`src/rtl/mem_wb_stage_if.sv`:
```
// Bundle between the memory stage, the MEM/WB register and the register-file write port.
// The stage uses the slave view; the memory stage and register file use the master view.
interface mem_wb_stage_if #(
  parameter int XLEN  = 32,
  parameter int CNT_W = 64
);
  logic             stall;
  logic             flush;
  logic             in_valid;
  logic [4:0]       in_rd;
  logic             in_reg_write;
  logic [1:0]       in_result_src;
  logic [XLEN-1:0]  in_alu_result;
  logic [XLEN-1:0]  in_pc_plus4;
  logic [XLEN-1:0]  in_load_data;
  logic [2:0]       in_funct3;
  logic [4:0]       rd;
  logic [XLEN-1:0]  wd;
  logic             RegWrite;
  logic             wb_valid;
  logic             load_err;
  logic [CNT_W-1:0] instret;

  modport master (
    output stall, flush, in_valid, in_rd, in_reg_write, in_result_src,
           in_alu_result, in_pc_plus4, in_load_data, in_funct3,
    input  rd, wd, RegWrite, wb_valid, load_err, instret
  );

  modport slave (
    input  stall, flush, in_valid, in_rd, in_reg_write, in_result_src,
           in_alu_result, in_pc_plus4, in_load_data, in_funct3,
    output rd, wd, RegWrite, wb_valid, load_err, instret
  );
endinterface

```
`src/rtl/mem_wb_stage.sv`:
```
// MEM/WB pipeline register: load alignment/extension, write-back select and
// registered register-file write port, plus the retired-instruction counter.
module mem_wb_stage #(
  parameter int XLEN  = 32,
  parameter int CNT_W = 64
) (
  input logic           clk,
  input logic           rst_n,
  mem_wb_stage_if.slave bus
);

  localparam logic [1:0] SRC_ALU  = 2'b00;
  localparam logic [1:0] SRC_LOAD = 2'b01;
  localparam logic [1:0] SRC_PC4  = 2'b10;
  localparam logic [1:0] SRC_RSVD = 2'b11;

  localparam logic [2:0] F3_LB  = 3'b000;
  localparam logic [2:0] F3_LH  = 3'b001;
  localparam logic [2:0] F3_LW  = 3'b010;
  localparam logic [2:0] F3_LBU = 3'b100;
  localparam logic [2:0] F3_LHU = 3'b101;

  // Picks the addressed byte/half out of the raw word and extends it to XLEN.
  function automatic logic [XLEN-1:0] align_load(
    input logic [2:0]      f3,
    input logic [1:0]      off,
    input logic [XLEN-1:0] word
  );
    logic [7:0]      byte_v;
    logic [15:0]     half_v;
    logic [XLEN-1:0] res_v;
    case (off)
      2'b00:   byte_v = word[7:0];
      2'b01:   byte_v = word[15:8];
      2'b10:   byte_v = word[23:16];
      2'b11:   byte_v = word[31:24];
      default: byte_v = 8'h00;
    endcase
    half_v = off[1] ? word[31:16] : word[15:0];
    case (f3)
      F3_LB:   res_v = {{(XLEN-8){byte_v[7]}}, byte_v};
      F3_LBU:  res_v = {{(XLEN-8){1'b0}}, byte_v};
      F3_LH:   res_v = {{(XLEN-16){half_v[15]}}, half_v};
      F3_LHU:  res_v = {{(XLEN-16){1'b0}}, half_v};
      F3_LW:   res_v = word;
      default: res_v = {XLEN{1'b0}};
    endcase
    return res_v;
  endfunction

  logic             load_err_s;
  logic             misaligned_s;
  logic             illegal_s;
  logic             retire_s;
  logic             reg_write_s;
  logic [4:0]       rd_s;
  logic [XLEN-1:0]  wd_s;

  logic [4:0]       rd_r;
  logic [XLEN-1:0]  wd_r;
  logic             reg_write_r;
  logic             wb_valid_r;
  logic             load_err_r;
  logic [CNT_W-1:0] instret_r;

  // Load checks and the write-back value the next capturing edge will register.
  always_comb begin
    misaligned_s = 1'b0;
    illegal_s    = 1'b0;
    case (bus.in_funct3)
      F3_LB, F3_LBU: misaligned_s = 1'b0;
      F3_LH, F3_LHU: misaligned_s = bus.in_alu_result[0];
      F3_LW:         misaligned_s = (bus.in_alu_result[1:0] != 2'b00);
      default:       illegal_s    = 1'b1;
    endcase

    load_err_s = bus.in_valid & (bus.in_result_src == SRC_LOAD) & (misaligned_s | illegal_s);
    retire_s   = bus.in_valid & ~load_err_s;

    case (bus.in_result_src)
      SRC_ALU:  wd_s = bus.in_alu_result;
      SRC_LOAD: wd_s = align_load(bus.in_funct3, bus.in_alu_result[1:0], bus.in_load_data);
      SRC_PC4:  wd_s = bus.in_pc_plus4;
      default:  wd_s = {XLEN{1'b0}};
    endcase
    if (!retire_s) begin
      wd_s = {XLEN{1'b0}};
    end else begin
      wd_s = wd_s;
    end

    rd_s        = bus.in_valid ? bus.in_rd : 5'd0;
    reg_write_s = retire_s & bus.in_reg_write & (bus.in_rd != 5'd0)
                & (bus.in_result_src != SRC_RSVD);
  end

  // Pipeline register with flush > stall > capture priority; stall only clears the error pulse.
  always_ff @(posedge clk or negedge rst_n) begin
    if (!rst_n) begin
      rd_r        <= 5'd0;
      wd_r        <= {XLEN{1'b0}};
      reg_write_r <= 1'b0;
      wb_valid_r  <= 1'b0;
      load_err_r  <= 1'b0;
      instret_r   <= {CNT_W{1'b0}};
    end else if (bus.flush) begin
      rd_r        <= 5'd0;
      wd_r        <= {XLEN{1'b0}};
      reg_write_r <= 1'b0;
      wb_valid_r  <= 1'b0;
      load_err_r  <= 1'b0;
    end else if (bus.stall) begin
      load_err_r  <= 1'b0;
    end else begin
      rd_r        <= rd_s;
      wd_r        <= wd_s;
      reg_write_r <= reg_write_s;
      wb_valid_r  <= bus.in_valid;
      load_err_r  <= load_err_s;
      if (retire_s) begin
        instret_r <= instret_r + {{(CNT_W-1){1'b0}}, 1'b1};
      end else begin
        instret_r <= instret_r;
      end
    end
  end

  assign bus.rd       = rd_r;
  assign bus.wd       = wd_r;
  assign bus.RegWrite = reg_write_r;
  assign bus.wb_valid = wb_valid_r;
  assign bus.load_err = load_err_r;
  assign bus.instret  = instret_r;

endmodule
```
`src/flat_wrapper.sv`:
```
// flat-port wrapper written by rule: the top's interface ports become plain ports
module mem_wb_stage_flat 
#(
  parameter int XLEN  = 32,
  parameter int CNT_W = 64
)
  (clk, rst_n, bus_stall, bus_flush, bus_in_valid, bus_in_rd, bus_in_reg_write, bus_in_result_src, bus_in_alu_result, bus_in_pc_plus4, bus_in_load_data, bus_in_funct3, bus_rd, bus_wd, bus_RegWrite, bus_wb_valid, bus_load_err, bus_instret);
  mem_wb_stage_if #(.XLEN(XLEN), .CNT_W(CNT_W)) bus_i ();
  input logic clk;
  input logic rst_n;
  input wire logic [$bits(bus_i.stall)-1:0] bus_stall;
  input wire logic [$bits(bus_i.flush)-1:0] bus_flush;
  input wire logic [$bits(bus_i.in_valid)-1:0] bus_in_valid;
  input wire logic [$bits(bus_i.in_rd)-1:0] bus_in_rd;
  input wire logic [$bits(bus_i.in_reg_write)-1:0] bus_in_reg_write;
  input wire logic [$bits(bus_i.in_result_src)-1:0] bus_in_result_src;
  input wire logic [$bits(bus_i.in_alu_result)-1:0] bus_in_alu_result;
  input wire logic [$bits(bus_i.in_pc_plus4)-1:0] bus_in_pc_plus4;
  input wire logic [$bits(bus_i.in_load_data)-1:0] bus_in_load_data;
  input wire logic [$bits(bus_i.in_funct3)-1:0] bus_in_funct3;
  output wire logic [$bits(bus_i.rd)-1:0] bus_rd;
  output wire logic [$bits(bus_i.wd)-1:0] bus_wd;
  output wire logic [$bits(bus_i.RegWrite)-1:0] bus_RegWrite;
  output wire logic [$bits(bus_i.wb_valid)-1:0] bus_wb_valid;
  output wire logic [$bits(bus_i.load_err)-1:0] bus_load_err;
  output wire logic [$bits(bus_i.instret)-1:0] bus_instret;
  assign bus_i.stall = bus_stall;
  assign bus_i.flush = bus_flush;
  assign bus_i.in_valid = bus_in_valid;
  assign bus_i.in_rd = bus_in_rd;
  assign bus_i.in_reg_write = bus_in_reg_write;
  assign bus_i.in_result_src = bus_in_result_src;
  assign bus_i.in_alu_result = bus_in_alu_result;
  assign bus_i.in_pc_plus4 = bus_in_pc_plus4;
  assign bus_i.in_load_data = bus_in_load_data;
  assign bus_i.in_funct3 = bus_in_funct3;
  assign bus_rd = bus_i.rd;
  assign bus_wd = bus_i.wd;
  assign bus_RegWrite = bus_i.RegWrite;
  assign bus_wb_valid = bus_i.wb_valid;
  assign bus_load_err = bus_i.load_err;
  assign bus_instret = bus_i.instret;
  mem_wb_stage #(.XLEN(XLEN), .CNT_W(CNT_W)) u_core (.clk(clk), .rst_n(rst_n), .bus(bus_i));
endmodule
```
`config.mk`:
```
export PLATFORM = sky130hd
export DESIGN_NAME = mem_wb_stage_flat
export DESIGN_NICKNAME = d
export VERILOG_FILES = /design/src/rtl/mem_wb_stage_if.sv /design/src/rtl/mem_wb_stage.sv /design/src/flat_wrapper.sv
export SDC_FILE = /design/constraint.sdc
export NUM_CORES = 1
export LEC_CHECK = 0
export CORE_ASPECT_RATIO = 0.75
export CORE_MARGIN = 3
export CORE_UTILIZATION = 40
export CTS_CLUSTER_DIAMETER = 120
export DETAILED_ROUTE_END_ITERATION = 10
export GPL_TIMING_DRIVEN = 0
export PLACE_DENSITY = 0.73
export SLEW_MARGIN = 10
export SYNTH_ARGS = -nofsm -noshare
export SYNTH_HDL_FRONTEND = slang
export SYNTH_SLANG_ARGS = --single-unit
```
`constraint.sdc`:
```
create_clock -name clk -period 1.95 [get_ports clk]
set_input_delay 0.585 -clock clk [delete_from_list [all_inputs] [get_ports clk]]
set_output_delay 0.585 -clock clk [all_outputs]
set_load 0.03 [all_outputs]
```
==> reports/qor.yml <==
status:
  status: "finished with violations"
  violations: "negative setup slack"
global_routing:
  grt.overflow.total: 0
  grt_pass1_wl_mm: 30.86
  grt_max_degree: 64
  grt.total_usage_pct: 25.86
  antenna_found_initial: 0
  grt_pass1_vias: 5577
power:
  p_leak_nw: 4.485
  finalPower_w: 0.005340
  p_per_area_mw_per_mm2: 581.6
  ir_worst_vdd_v: 0.0004240
cts:
  postCtsHoldBufs: 0
  cts.sinks: 104
  path_clk_slew_ns: 0.07
  cts_buffer_depth: 2
  insertion_delay_ns: 0.34
  cts_tree: "built"
  cts_root_buf: "clkbuf_16"
  cts_buffers: 9
  cts.htree.levels: 3
sta:
  drv_slew: 0
  skew_ns: 0.006137
  slew_headroom_pct: 57.64
  rsz0062_at_grt: "true"
  worst_slew_pin_slew_ns: 0.6353
  fmax_ghz: 0.4873
  period_share_pct: 105.2
  fin_crit_ns: 2.052
  setup_viol: 29
  setup-tns-final_ns: -1.649
  hold_violations: 0
  worst_slack_ns: -0.1022
  whs_ns: 0.1567
cells_and_area:
  drive_above_1_share_pct: 28.91
  fill_cells: 1011
  utilization_pct: 69.33
  diodes: 0
  final_cell_mix: "dlygate4sd2_1 (107), clkdlybuf4s50_1 (96), dfrtp_1 (91)"
  area_growth_pct: 66.24
  final_common_cell: "dlygate4sd2_1"
  nNetsFinal: 907
yosys:
  synth_cells: 518
  synth-seq-area-share_pct: 47.12
  ys_warn_count: 0
  avgSynthCellArea_sq_um: 10.66
  ys_ff_latch: 104
  ys_types: 49
  synth-async-reset-ratio_pct: 100.0
  synth_edf_count: 0
  syn-num-nets: 631
  synth_area_sq_mm: 0.005523
  synth-main-ff-cell: "dfrtp_1"
setup_path:
  worst_setup_path_start_kind: "flip-flop"
  cp.required_ns: 2.22
  path_cells: "ha_4 > nand4_1 > or4_4 > nand4b_4 > buf_12 > nor3_4 > xor2_1"
  cpPeakStageDelay_ns: 0.46
  cp_top_family: "simple AND/OR/NAND/NOR gates"
  r2r_cells: 7
  r2r_slack_ns: -0.10
  cp-end-kind: "flip-flop"
  slowest_stage: "or4_4"
  r2r_start: "u_core.bus.instret[0]"
  cp_max_fo: 7
  r2r_end: "u_core.bus.instret[56]"
  arrival_ns: 2.33
  crit_type: "reg2reg"
  worst-path-buf-inv: 1
placed_design:
  io_buffer_count: 213
  dp_slack_ns: -1.100
  dpl.hpwl_mm: 14.49
  place_congestion: 0.8601
floorplan:
  start_util_pct: 41.70
  die_w_um: 141.7
  die_area_sq_mm: 0.01527
  ios: 216
  core_sq_mm: 0.01324
  dieHeight_um: 107.8
  rows: 36
routing:
  drt_iter0_drc: 353
  wl_mm: 19.91
  vias_per_cell: 5.516
  vias: 5351
  wl_per_cell_um: 20.52
  firstDrtPassIters: 5
  ant_nets: 0
  drcViolationCount: 0
worst_hold_path:
  hp-class: "in2async"
run:
  maxCapViolCount: 0
synthesized netlist by cell type (all sizes together), types with 17 or more instances:
| cell type | number | area, sq um |
|---|---|---|
| dfrtp | 104 | 2603 |
| xnor2 | 25 | 219.0 |
| xor2 | 38 | 332.8 |
| nand2 | 71 | 266.5 |
| a21oi | 17 | 85.08 |
| nor2 | 29 | 108.9 |
| nor3 | 26 | 146.4 |
| nand4 | 21 | 152.6 |
cell type report:
type,instances,area [sq um],share of cell area [%]
timing repair buffer,268,2452,26.71
inverter,8,32.53,0.3543
multi-input combinational,379,3346,36.44
sequential,104,2619,28.52
buffer,24,211.5,2.303
clock inverter,5,63.81,0.6950
clock buffer,11,242.7,2.644
tap,171,214.0,2.330
timing repair:
action	4_1_cts	5_1_grt
pin swaps	39	22
setup endpoints to repair	196	81
cloned	2	0
gates resized for setup	199	58
buffers inserted	28	24
sequential cells by signal (all words and copies together) (netlist names):
name and flops:
u_core.bus.RegWrite 1, u_core.bus.wb_valid 1, u_core.bus.instret 64, u_core.bus.load_err 1, u_core.bus.wd 32, u_core.bus.rd 5
how the worst max path moves through the flow:
stage                                      from                     end  cells past startpoint
final                     u_core.bus.instret[0]  u_core.bus.instret[56]                      7
after global placement                    rst_n   u_core.bus.instret[0]                      1
after detailed placement       bus_in_funct3[1]       u_core.bus.wd[15]                      7
after CTS                 u_core.bus.instret[0]  u_core.bus.instret[56]                      7
after global routing      u_core.bus.instret[0]  u_core.bus.instret[54]                      7
after floorplan            bus_in_result_src[1]       u_core.bus.wd[19]                      8
through the flow:
step / cell area (sq um) / cells
global placement: 8130 / 902
finish: 9181 / 970
detailed placement: 8159 / 903
CTS: 8841 / 948
floorplan: 5784 / 518
global route: 9181 / 970
logic make-up after synthesis:
logic type      count (synthesis)  share of synthesized area [%]
simple gates                  198                          19.05
fa+ha+maj                       1                         0.2265
xor+xnor                       63                          9.991
flops                         104                          47.12
buf+inv                        35                          2.787
mux                            41                          9.832
compound gates                 76                          10.99
report_power, final:
| group | switching, W | internal (W) |
|---|---|---|
| clock | 0.000853 | 0.00104 |
| sequential | 0.0000986 | 0.00224 |
| combinational | 0.000566 | 0.000544 |
| total | 0.00152 | 0.00382 |
routing by layer:
metal	share of wire, %	vias up	track usage (%)
li1	-	2458	-
met2	48	233	42.42
met4	2.3	0	6.096
met1	42	2627	34.38
met5	0	-	0
met3	7.4	33	6.883
(Power assumes the default switching activity.)
